<file path="config.mk">
export PLATFORM = sky130hd
export DESIGN_NAME = player_ctrl_flat
export DESIGN_NICKNAME = d
export VERILOG_FILES = /design/src/rtl/player_pkg.sv /design/src/rtl/player_ctrl_if.sv /design/src/rtl/danger_match.sv /design/src/rtl/player_ctrl.sv /design/src/flat_wrapper.sv
export SDC_FILE = /design/constraint.sdc
export NUM_CORES = 1
export LEC_CHECK = 0
export ABC_AREA = 1
export ABC_CLOCK_PERIOD_IN_PS = 7300
export CAP_MARGIN = 20
export CORE_MARGIN = 8
export CORE_UTILIZATION = 57
export CTS_BUF_LIST = sky130_fd_sc_hd__clkbuf_16
export DETAILED_ROUTE_END_ITERATION = 16
export GPL_TIMING_DRIVEN = 1
export PLACE_DENSITY = 0.93
export SLEW_MARGIN = 20
export SYNTH_ARGS = -nofsm -noshare
export SYNTH_HDL_FRONTEND = slang
export SYNTH_HIERARCHICAL = 1
export SYNTH_SLANG_ARGS = --single-unit
</file>
<file path="constraint.sdc">
create_clock -name frame_clk -period 7.3 [get_ports frame_clk]
set_clock_uncertainty 0.1 [all_clocks]
set_input_delay 0.73 -clock frame_clk [delete_from_list [all_inputs] [get_ports frame_clk]]
set_output_delay 0.73 -clock frame_clk [all_outputs]
set_load 0.02 [all_outputs]
</file>
<file path="src/rtl/player_pkg.sv">
// Shared types, tile codes and tile-index helper for the player controller.
package player_pkg;

  localparam logic [3:0] TILE_EMPTY = 4'd0;
  localparam logic [3:0] TILE_BRICK = 4'd1;
  localparam logic [3:0] TILE_WALL  = 4'd2;

  typedef enum logic [2:0] {
    S_IDLE,
    S_WAIT,
    S_CHK,
    S_DEAD,
    S_OVER
  } state_e;

  // Map tile index of a pixel: row * map_w + column, 10-bit wrap-free for legal maps.
  function automatic logic [9:0] tile_idx(input logic [9:0] x, input logic [9:0] y,
                                          input int unsigned tile_log2,
                                          input int unsigned map_w);
    logic [9:0] tx;
    logic [9:0] ty;
    tx = x >> tile_log2;
    ty = y >> tile_log2;
    return ty * 10'(map_w) + tx;
  endfunction

endpackage

</file>
<file path="src/rtl/player_ctrl_if.sv">
// Bus between the player controller and its keyboard, map RAM, danger and render neighbours.
interface player_ctrl_if #(
  parameter int unsigned N_DANGER = 10,
  parameter int unsigned LIVES    = 3
);
  localparam int unsigned LW = $clog2(LIVES + 1);

  logic                     enable;
  logic [7:0]               keycode;
  logic [N_DANGER-1:0][9:0] danger_addr;
  logic [N_DANGER-1:0]      danger_valid;
  logic [3:0][9:0]          tile_addr;  // TL, TR, BL, BR
  logic [3:0][3:0]          tile_data;
  logic [9:0]               userX;
  logic [9:0]               userY;
  logic                     bomb_drop;
  logic                     collide;
  logic [LW-1:0]            lives_left;
  logic                     invuln;
  logic                     game_over;

  modport master (
    output enable, keycode, danger_addr, danger_valid, tile_data,
    input  tile_addr, userX, userY, bomb_drop, collide, lives_left, invuln, game_over
  );

  modport slave (
    input  enable, keycode, danger_addr, danger_valid, tile_data,
    output tile_addr, userX, userY, bomb_drop, collide, lives_left, invuln, game_over
  );
endinterface

</file>
<file path="src/rtl/danger_match.sv">
// Combinational check of four corner tiles against a list of valid explosion tiles.
module danger_match #(
  parameter int unsigned N_DANGER = 10
) (
  input  logic [3:0][9:0]          corner_i,
  input  logic [N_DANGER-1:0][9:0] addr_i,
  input  logic [N_DANGER-1:0]      valid_i,
  output logic                     hit_o
);

  // Any valid entry equal to any corner is a hit.
  always_comb begin
    hit_o = 1'b0;
    for (int i = 0; i < N_DANGER; i++) begin
      for (int c = 0; c < 4; c++) begin
        if (valid_i[i] && (addr_i[i] == corner_i[c])) hit_o = 1'b1;
      end
    end
  end

endmodule

</file>
<file path="src/rtl/player_ctrl.sv">
// Per-player movement, tile collision, life counting and bomb-drop controller.
module player_ctrl
  import player_pkg::*;
#(
  parameter logic [7:0]  KEY_L         = 8'h04,
  parameter logic [7:0]  KEY_R         = 8'h07,
  parameter logic [7:0]  KEY_D         = 8'h16,
  parameter logic [7:0]  KEY_U         = 8'h1A,
  parameter logic [7:0]  KEY_B         = 8'h19,
  parameter int unsigned TILE_LOG2     = 5,
  parameter int unsigned MAP_W         = 20,
  parameter int unsigned X_MIN         = 32,
  parameter int unsigned X_MAX         = 575,
  parameter int unsigned Y_MIN         = 32,
  parameter int unsigned Y_MAX         = 447,
  parameter int unsigned SPR_W         = 20,
  parameter int unsigned SPR_H         = 27,
  parameter int unsigned STEP          = 1,
  parameter int unsigned SPAWN_X       = 39,
  parameter int unsigned SPAWN_Y       = 35,
  parameter int unsigned N_DANGER      = 10,
  parameter int unsigned LIVES         = 3,
  parameter int unsigned INVULN_FRAMES = 64
) (
  input logic          frame_clk,
  input logic          Reset,
  player_ctrl_if.slave bus
);

  localparam int unsigned LW = $clog2(LIVES + 1);
  localparam int unsigned IW = $clog2(INVULN_FRAMES + 1);

  localparam logic [9:0]    XMin   = 10'(X_MIN);
  localparam logic [9:0]    XMax   = 10'(X_MAX);
  localparam logic [9:0]    YMin   = 10'(Y_MIN);
  localparam logic [9:0]    YMax   = 10'(Y_MAX);
  localparam logic [9:0]    SprW   = 10'(SPR_W);
  localparam logic [9:0]    SprH   = 10'(SPR_H);
  localparam logic [9:0]    Step   = 10'(STEP);
  localparam logic [9:0]    SpawnX = 10'(SPAWN_X);
  localparam logic [9:0]    SpawnY = 10'(SPAWN_Y);
  localparam logic [LW-1:0] Lives0 = LW'(LIVES);
  localparam logic [IW-1:0] InvN   = IW'(INVULN_FRAMES);

  state_e          state_q, state_d;
  logic [9:0]      pos_x_q, pos_x_d, pos_y_q, pos_y_d;
  logic [9:0]      cand_x_q, cand_x_d, cand_y_q, cand_y_d;
  logic [LW-1:0]   lives_q, lives_d;
  logic [IW-1:0]   inv_cnt_q, inv_cnt_d;
  logic [7:0]      prev_key_q, prev_key_d;
  logic            bomb_q, bomb_d, collide_q, collide_d;
  logic [3:0][9:0] cand_tiles, pos_tiles;
  logic            hit, blocked, active;

  // Corner tiles of the candidate box (to RAM) and of the committed box (danger check).
  always_comb begin
    cand_tiles[0] = tile_idx(cand_x_q,        cand_y_q,        TILE_LOG2, MAP_W);
    cand_tiles[1] = tile_idx(cand_x_q + SprW, cand_y_q,        TILE_LOG2, MAP_W);
    cand_tiles[2] = tile_idx(cand_x_q,        cand_y_q + SprH, TILE_LOG2, MAP_W);
    cand_tiles[3] = tile_idx(cand_x_q + SprW, cand_y_q + SprH, TILE_LOG2, MAP_W);
    pos_tiles[0]  = tile_idx(pos_x_q,         pos_y_q,         TILE_LOG2, MAP_W);
    pos_tiles[1]  = tile_idx(pos_x_q + SprW,  pos_y_q,         TILE_LOG2, MAP_W);
    pos_tiles[2]  = tile_idx(pos_x_q,         pos_y_q + SprH,  TILE_LOG2, MAP_W);
    pos_tiles[3]  = tile_idx(pos_x_q + SprW,  pos_y_q + SprH,  TILE_LOG2, MAP_W);
  end

  danger_match #(.N_DANGER(N_DANGER)) u_danger (
    .corner_i (pos_tiles),
    .addr_i   (bus.danger_addr),
    .valid_i  (bus.danger_valid),
    .hit_o    (hit)
  );

  // Any solid corner tile blocks the pending move.
  always_comb begin
    blocked = 1'b0;
    for (int c = 0; c < 4; c++) begin
      if ((bus.tile_data[c] == TILE_BRICK) || (bus.tile_data[c] == TILE_WALL)) blocked = 1'b1;
    end
  end

  assign active = (state_q == S_IDLE) || (state_q == S_WAIT) || (state_q == S_CHK);

  // Next-state: move proposal/check pipeline, death/respawn, bomb edge detect.
  always_comb begin
    state_d    = state_q;
    pos_x_d    = pos_x_q;
    pos_y_d    = pos_y_q;
    cand_x_d   = cand_x_q;
    cand_y_d   = cand_y_q;
    lives_d    = lives_q;
    inv_cnt_d  = inv_cnt_q;
    prev_key_d = prev_key_q;
    bomb_d     = 1'b0;
    collide_d  = 1'b0;
    if (bus.enable) begin
      prev_key_d = bus.keycode;
      if (inv_cnt_q != '0) inv_cnt_d = inv_cnt_q - 1'b1;
      bomb_d = active && (bus.keycode == KEY_B) && (prev_key_q != KEY_B);
      unique case (state_q)
        S_IDLE: begin
          // Bound checks are written to avoid 10-bit wrap on left/up.
          if (bus.keycode == KEY_L) begin
            if (pos_x_q >= XMin + Step) begin
              cand_x_d = pos_x_q - Step;
              cand_y_d = pos_y_q;
              state_d  = S_WAIT;
            end
          end else if (bus.keycode == KEY_R) begin
            if (pos_x_q + Step + SprW <= XMax) begin
              cand_x_d = pos_x_q + Step;
              cand_y_d = pos_y_q;
              state_d  = S_WAIT;
            end
          end else if (bus.keycode == KEY_U) begin
            if (pos_y_q >= YMin + Step) begin
              cand_x_d = pos_x_q;
              cand_y_d = pos_y_q - Step;
              state_d  = S_WAIT;
            end
          end else if (bus.keycode == KEY_D) begin
            if (pos_y_q + Step + SprH <= YMax) begin
              cand_x_d = pos_x_q;
              cand_y_d = pos_y_q + Step;
              state_d  = S_WAIT;
            end
          end
        end
        S_WAIT: state_d = S_CHK;
        S_CHK: begin
          if (!blocked) begin
            pos_x_d = cand_x_q;
            pos_y_d = cand_y_q;
          end
          state_d = S_IDLE;
        end
        S_DEAD: begin
          if (lives_q == '0) begin
            state_d = S_OVER;
          end else begin
            pos_x_d   = SpawnX;
            pos_y_d   = SpawnY;
            cand_x_d  = SpawnX;
            cand_y_d  = SpawnY;
            inv_cnt_d = InvN;
            state_d   = S_IDLE;
          end
        end
        S_OVER:  state_d = S_OVER;
        default: state_d = S_IDLE;
      endcase
      // Lethal hit overrides any commit decided above.
      if (active && hit && (inv_cnt_q == '0)) begin
        collide_d = 1'b1;
        lives_d   = lives_q - 1'b1;
        pos_x_d   = pos_x_q;
        pos_y_d   = pos_y_q;
        state_d   = S_DEAD;
      end
    end
  end

  // State registers with asynchronous active-high reset to spawn.
  always_ff @(posedge frame_clk or posedge Reset) begin
    if (Reset) begin
      state_q    <= S_IDLE;
      pos_x_q    <= SpawnX;
      pos_y_q    <= SpawnY;
      cand_x_q   <= SpawnX;
      cand_y_q   <= SpawnY;
      lives_q    <= Lives0;
      inv_cnt_q  <= '0;
      prev_key_q <= 8'h00;
      bomb_q     <= 1'b0;
      collide_q  <= 1'b0;
    end else begin
      state_q    <= state_d;
      pos_x_q    <= pos_x_d;
      pos_y_q    <= pos_y_d;
      cand_x_q   <= cand_x_d;
      cand_y_q   <= cand_y_d;
      lives_q    <= lives_d;
      inv_cnt_q  <= inv_cnt_d;
      prev_key_q <= prev_key_d;
      bomb_q     <= bomb_d;
      collide_q  <= collide_d;
    end
  end

  assign bus.tile_addr  = cand_tiles;
  assign bus.userX      = pos_x_q;
  assign bus.userY      = pos_y_q;
  assign bus.lives_left = lives_q;
  assign bus.invuln     = (inv_cnt_q != '0);
  assign bus.game_over  = (state_q == S_OVER);
  // Pulses are suppressed whenever the block is frozen.
  assign bus.bomb_drop  = bomb_q & bus.enable;
  assign bus.collide    = collide_q & bus.enable;

endmodule

</file>
<file path="src/flat_wrapper.sv">
// flat-port wrapper written by rule: the top's interface ports become plain ports
module player_ctrl_flat import player_pkg::*;
#(
  parameter logic [7:0]  KEY_L         = 8'h04,
  parameter logic [7:0]  KEY_R         = 8'h07,
  parameter logic [7:0]  KEY_D         = 8'h16,
  parameter logic [7:0]  KEY_U         = 8'h1A,
  parameter logic [7:0]  KEY_B         = 8'h19,
  parameter int unsigned TILE_LOG2     = 5,
  parameter int unsigned MAP_W         = 20,
  parameter int unsigned X_MIN         = 32,
  parameter int unsigned X_MAX         = 575,
  parameter int unsigned Y_MIN         = 32,
  parameter int unsigned Y_MAX         = 447,
  parameter int unsigned SPR_W         = 20,
  parameter int unsigned SPR_H         = 27,
  parameter int unsigned STEP          = 1,
  parameter int unsigned SPAWN_X       = 39,
  parameter int unsigned SPAWN_Y       = 35,
  parameter int unsigned N_DANGER      = 10,
  parameter int unsigned LIVES         = 3,
  parameter int unsigned INVULN_FRAMES = 64
)
  (frame_clk, Reset, bus_enable, bus_keycode, bus_danger_addr, bus_danger_valid, bus_tile_data, bus_tile_addr, bus_userX, bus_userY, bus_bomb_drop, bus_collide, bus_lives_left, bus_invuln, bus_game_over);
  player_ctrl_if #(.N_DANGER(N_DANGER), .LIVES(LIVES)) bus_i ();
  input logic frame_clk;
  input logic Reset;
  input wire logic [$bits(bus_i.enable)-1:0] bus_enable;
  input wire logic [$bits(bus_i.keycode)-1:0] bus_keycode;
  input wire logic [$bits(bus_i.danger_addr)-1:0] bus_danger_addr;
  input wire logic [$bits(bus_i.danger_valid)-1:0] bus_danger_valid;
  input wire logic [$bits(bus_i.tile_data)-1:0] bus_tile_data;
  output wire logic [$bits(bus_i.tile_addr)-1:0] bus_tile_addr;
  output wire logic [$bits(bus_i.userX)-1:0] bus_userX;
  output wire logic [$bits(bus_i.userY)-1:0] bus_userY;
  output wire logic [$bits(bus_i.bomb_drop)-1:0] bus_bomb_drop;
  output wire logic [$bits(bus_i.collide)-1:0] bus_collide;
  output wire logic [$bits(bus_i.lives_left)-1:0] bus_lives_left;
  output wire logic [$bits(bus_i.invuln)-1:0] bus_invuln;
  output wire logic [$bits(bus_i.game_over)-1:0] bus_game_over;
  assign bus_i.enable = bus_enable;
  assign bus_i.keycode = bus_keycode;
  assign bus_i.danger_addr = bus_danger_addr;
  assign bus_i.danger_valid = bus_danger_valid;
  assign bus_i.tile_data = bus_tile_data;
  assign bus_tile_addr = bus_i.tile_addr;
  assign bus_userX = bus_i.userX;
  assign bus_userY = bus_i.userY;
  assign bus_bomb_drop = bus_i.bomb_drop;
  assign bus_collide = bus_i.collide;
  assign bus_lives_left = bus_i.lives_left;
  assign bus_invuln = bus_i.invuln;
  assign bus_game_over = bus_i.game_over;
  player_ctrl #(.KEY_L(KEY_L), .KEY_R(KEY_R), .KEY_D(KEY_D), .KEY_U(KEY_U), .KEY_B(KEY_B), .TILE_LOG2(TILE_LOG2), .MAP_W(MAP_W), .X_MIN(X_MIN), .X_MAX(X_MAX), .Y_MIN(Y_MIN), .Y_MAX(Y_MAX), .SPR_W(SPR_W), .SPR_H(SPR_H), .STEP(STEP), .SPAWN_X(SPAWN_X), .SPAWN_Y(SPAWN_Y), .N_DANGER(N_DANGER), .LIVES(LIVES), .INVULN_FRAMES(INVULN_FRAMES)) u_core (.frame_clk(frame_clk), .Reset(Reset), .bus(bus_i));
endmodule
</file>
# After elaboration in Yosys (flattened, before gate mapping)
# Index checks and enable logic that the tools add are counted.
dict set report word_totals {
  ff_bits 62
  latchBits 0
  mem_bits_rw 0
  mem_bits_ro 0
  in_bits 137
  out_inout_bits 66
  word_cells 256
  n_memories 0
}
dict set report classes {
  n_addsub 20
  multipliers 4
  div 0
  magnitude_cmp 4
  eq_ne 70
  shift 0
  n_mux 85
  bitwise 3
  n_reduce_logical 60
}
# op n
set op_table {}
lappend op_table {{$eq A10 B10 Y1} 40}
lappend op_table {{$mux W10} 20}
lappend op_table {{$add A10 B5 Y10} 8}
lappend op_table {{$pmux W10 S2} 4}
lappend op_table {{$add A10 B5 Y10 const B} 6}
lappend op_table {{$mux W1} 47}
lappend op_table {{$logic_and A1 B1 Y1} 44}
lappend op_table {{$mul A5 B3 Y8 const B} 4}
lappend op_table {{$mux W3} 10}
lappend op_table {{$eq A8 B5 Y1 const B} 3}
lappend op_table {{$mux W7} 3}
lappend op_table {{$add A10 B1 Y10 const B} 2}
lappend op_table {{$ge A10 B6 Y1 const B} 2}
lappend op_table {{$ne A5 B5 Y1 const B} 4}
lappend op_table {{$sub A10 B1 Y10 const B} 2}
lappend op_table {{$ne A6 B6 Y1 const B} 3}
lappend op_table {{$eq A4 B1 Y1 const B} 4}
lappend op_table {{$eq A4 B2 Y1 const B} 4}
lappend op_table {{$eq A8 B3 Y1 const B} 2}
lappend op_table {{$pmux W3 S4} 1}
lappend op_table {{$le A10 B10 Y1 const B} 1}
lappend op_table {{$le A10 B9 Y1 const B} 1}
lappend op_table {{$ne A4 B4 Y1 const B} 2}
lappend op_table {{$ne A8 B5 Y1 const B} 1}
lappend op_table {{other kinds (19)} 28}

# Depth between registers and ports, before layout
dict set report logic_depth {
  depth_word 48
  depth_mapped 38
  ltp_nobuf 37
}

# Modules after synthesis
# The synthesis kept the hierarchy.
# mod instances cells_each area_per_inst_um2 seq_area_each_um2
set modules_own_cells {}
lappend modules_own_cells {player_ctrl 1 935 6513.7 1571.5}
lappend modules_own_cells {danger_match 1 1199 6002.0 0.0}

# Least setup slack after synthesis
# OpenSTA, ideal clock, no wires.
dict set report synth_path {
  path_type {register to register}
  from {register u_core.pos_y_q[0] (netlist: u_core/bus.userY[0])}
  to {register u_core.pos_x_q[8] (netlist: u_core/bus.userX[8])}
  setup_ps 133
  arrival_time_ps 4938
  required_time_ps 7067
  path_slack_ps 2129
  path_stages_with_launch 35
  n_path_buf 3
  period_less_slack_ps 5171
  cell_sequence {dfstp_2 > inv_2 > ha_1 > inv_1 > nand2_1 > a21oi_1 > xor2_1 > inv_1 > ha_1 > ha_1 > inv_1 > fa_1 > xnor2_1 > inv_1 > nor2_1 > inv_1 > o31ai_1 > buf_6 > inv_4 > buf_6 > o21ai_2 > nor2_1 > nand3_1 > nor2_1 > nor2_1 > nand2_1 > nand2_1 > nand2_1 > nor2_1 > nand2_1 > nand2_1 > nor2_1 > a211oi_1 > clkbuf_1 > o21ai_0}
}
# element line_no
set synth_lines {}
lappend synth_lines {{from (decl)} player_ctrl.sv:46} ;# logic [9:0] pos_x_q, pos_x_d, pos_y_q, pos_y_d;
lappend synth_lines {{from (signal assigned)} player_ctrl.sv:168} ;# pos_y_q <= SpawnY;
lappend synth_lines {{from (signal assigned)} player_ctrl.sv:179} ;# pos_y_q <= pos_y_d;
lappend synth_lines {{to (signal assigned)} player_ctrl.sv:167} ;# pos_x_q <= SpawnX;
lappend synth_lines {{to (signal assigned)} player_ctrl.sv:178} ;# pos_x_q <= pos_x_d;
lappend synth_lines {{to (decl)} player_ctrl.sv:46}

==> run metrics <==
Synth Area per Inst a little under 6 um2; post-CTS setup buffers 0; Final GP Congestion ~1.1; DPL Wire Length 37.55 mm; Met3 Wirelength 6.589 mm; Syn Nets 2339; share of layout cells above drive strength 1 approximately 5%; CP required 7.48 ns; slowest cell on the critical path xnor2_1; initial core utilization a little under 60%; fin area ~15000 um2; sequential share of the synthesized area about an eighth; CTS buffer count 9; IO Count 203; ANT cells 0; Worst EP arrival about 6.6 ns; Hold Path Class reg -> reg; async set-reset flop share out of synthesis 100.0%; commonest non-fill, non-tap cell in the layout nand2_1; Longest Clk Path Bufs 2; top_reg_cell synth dfrtp_1; area delta synth->final 18.39%; Cells after Synth between 2000 and 2500; IO buf count 202; CP endpoint kind flip-flop; Tmin final about 6.4 ns; antenna violations before repair 0; final wirelength 51.42 mm; area share of the largest cell type after synthesis between 10% and 20%; Root Driver clkbuf_16; crit path max fanout 8; Die Y between 150 and 200 um; # hold bufs at CTS 0; RSZ-0062 raised after global routing no; router iterations before antenna repair 6; Post-synth EDFFs 0; Netlist Area Pre-Place 12520 um2; flops & latches, synth 62; Syn. warnings 6; r2r setup slk 0.87 ns; Post-CTS Resized 0; main area contributors after synthesis nand2_1, xor2_1, nor2_1; total grt overflow 0; Tcrit/Tclk final between 80 and 90%; max_cap viols 0; core area ~22000 um2; WL met1 about 18 mm; Netlist cell types 48; CP peak stage delay just under 0.7 ns; status complete, no violations; Final Max Tran Viols 0; Max Freq 155.5 MHz; drc violations 0; pin count of the biggest net entering global routing 63; number of global-route vias before repair 14540; Setup TNS 0 ns; final std cells w/o fill approximately 2600; CP Launch Type flip-flop; Via Count around 15000; Setup CP Type reg -> reg; worst relative slew slack ~28%; first-pass GRT wire length ~80 mm; Routed Antenna Nets 0; CTS tree yes; wire length on met2 22.95 mm; via/cell ratio between 5 and 6; most frequent cells in the layout nand2_1, nor2_1, inv_1; Worst-Skew Late Latency 0.34 ns; Global Route Usage Sum 36.83%; Placement Rows 54; # H-tree levels 3; Post-Place Cells around 2600; Worst-Margin Slew approximately 1.1 ns; Setup Viol. Count Final 0; Fin. Hold Viols 0; Clock Sinks 62; Die Span X 164.2 um; DIE AREA 26960 um2; routed length per instance 19.98 um; CP most frequent cell nand2_1; placed cell area ~15000 um2; Top Metal Used met4; DRT iter0 DRCs 1819; nets ~2500; Yosys top cell by area nand2_1; clock slew at reported path FFs around 0.060 ns
-- per-layer routing --
layer,track usage [%],vias up
met5,0,-
met3,8.972,276
met4,22.89,0
met2,60.08,1120
li1,-,6967
met1,42.87,6657
-- critical path, delay by kind of cell (launching register included) --
family                     cells  cell delay (ns)
and+or+nand+nor               19             1.88
adders and majority gates      4             1.27
AOI/OAI and AO/OA              1             0.24
DFF                            1             0.60
xor gates and xnor gates       3             1.06
buffers and inverters          9             1.19
-- cell type report --
class | instances | area [um2]
sequential | 62 | 1572
clock buffer | 9 | 225.2
multi-input combinational | 1729 | 9363
tap | 280 | 350.3
clock inverter | 7 | 81.33
inverter | 253 | 964.7
timing repair buffer | 234 | 2262
fill | 1918 | 6870
-- path summary, 6_finish.rpt --
path / end / start / depth (start not counted)
setup / recovery: u_core/state_q[2]$_DFFE_PP0P_ / u_core/bus.userY[0]$_DFFE_PP1P_ / 36
hold / removal: u_core/cand_x_q[0]$_DFFE_PP1P_ / u_core/cand_x_q[0]$_DFFE_PP1P_ / 2
setup reg to reg: u_core/state_q[2]$_DFFE_PP0P_ / u_core/bus.userY[0]$_DFFE_PP1P_ / 36
hold reg to reg: u_core/cand_x_q[0]$_DFFE_PP1P_ / u_core/cand_x_q[0]$_DFFE_PP1P_ / 2
max in group asynchronous: u_core/cand_y_q[4]$_DFFE_PP0P_ / Reset / 3
min in group asynchronous: u_core/inv_cnt_q[2]$_DFFE_PP0P_ / Reset / 3
-- logic make-up after synthesis --
logic type               count (synthesis)  synth area share (%)
buffers and inverters                  343                 12.90
XOR/XNOR                               269                 19.00
adder cells (fa/ha/maj)                 68                 7.518
AND/OR/NAND/NOR                       1143                 37.10
flip-flops                              62                 12.56
AO/OA/AOI/OAI                          249                 10.93
-- flip-flops by register name, indices dropped and copies added (netlist names) --
register / flops
u_core/prev_key_q: 8
u_core/bus.userY: 10
u_core/inv_cnt_q: 7
u_core/bomb_q: 1
u_core/bus.lives_left: 2
u_core/collide_q: 1
u_core/cand_x_q: 10
u_core/bus.userX: 10
u_core/state_q: 3
u_core/cand_y_q: 10
-- Yosys cell counts (2+ instances only) --
| master | count |
|---|---|
| fa_1 | 12 |
| nor3_2 | 2 |
| nor3_1 | 16 |
| or2_2 | 3 |
| o211ai_1 | 6 |
| o21ai_0 | 125 |
| o2111ai_1 | 3 |
| inv_1 | 238 |
| nor2_2 | 5 |
| nand3_1 | 98 |
| ha_1 | 56 |
| nand2_1 | 635 |
| o21ai_2 | 7 |
| xor2_2 | 3 |
| o31ai_1 | 6 |
| clkbuf_2 | 9 |
| a21oi_1 | 54 |
| buf_4 | 44 |
| inv_2 | 9 |
| dfrtp_1 | 46 |
| nor4_1 | 3 |
| buf_6 | 16 |
| nand3b_1 | 5 |
| xor2_1 | 192 |
| o22ai_1 | 12 |
| dfstp_2 | 16 |
| nand2_2 | 6 |
| a31oi_1 | 5 |
| nand4_1 | 44 |
| nor2_1 | 321 |
| xnor2_1 | 74 |
| clkbuf_1 | 8 |
| a211oi_1 | 5 |
| buf_2 | 12 |
| inv_4 | 4 |
| o21ai_1 | 22 |
-- per-stage QoR --
step,hold WS (ns),setup slack (ns),util [%]
detailed placement,0.3561,1.166,66.91
floorplan,0.3398,2.129,-
global placement,0.3526,1.365,66.91
CTS,0.3799,1.024,68.32
global route,0.3950,0.4637,68.32
finish,0.3799,0.8693,68.32
Power is not shown: default switching activity piles up to over one toggle a cycle in this logic, so the estimate is an artifact.
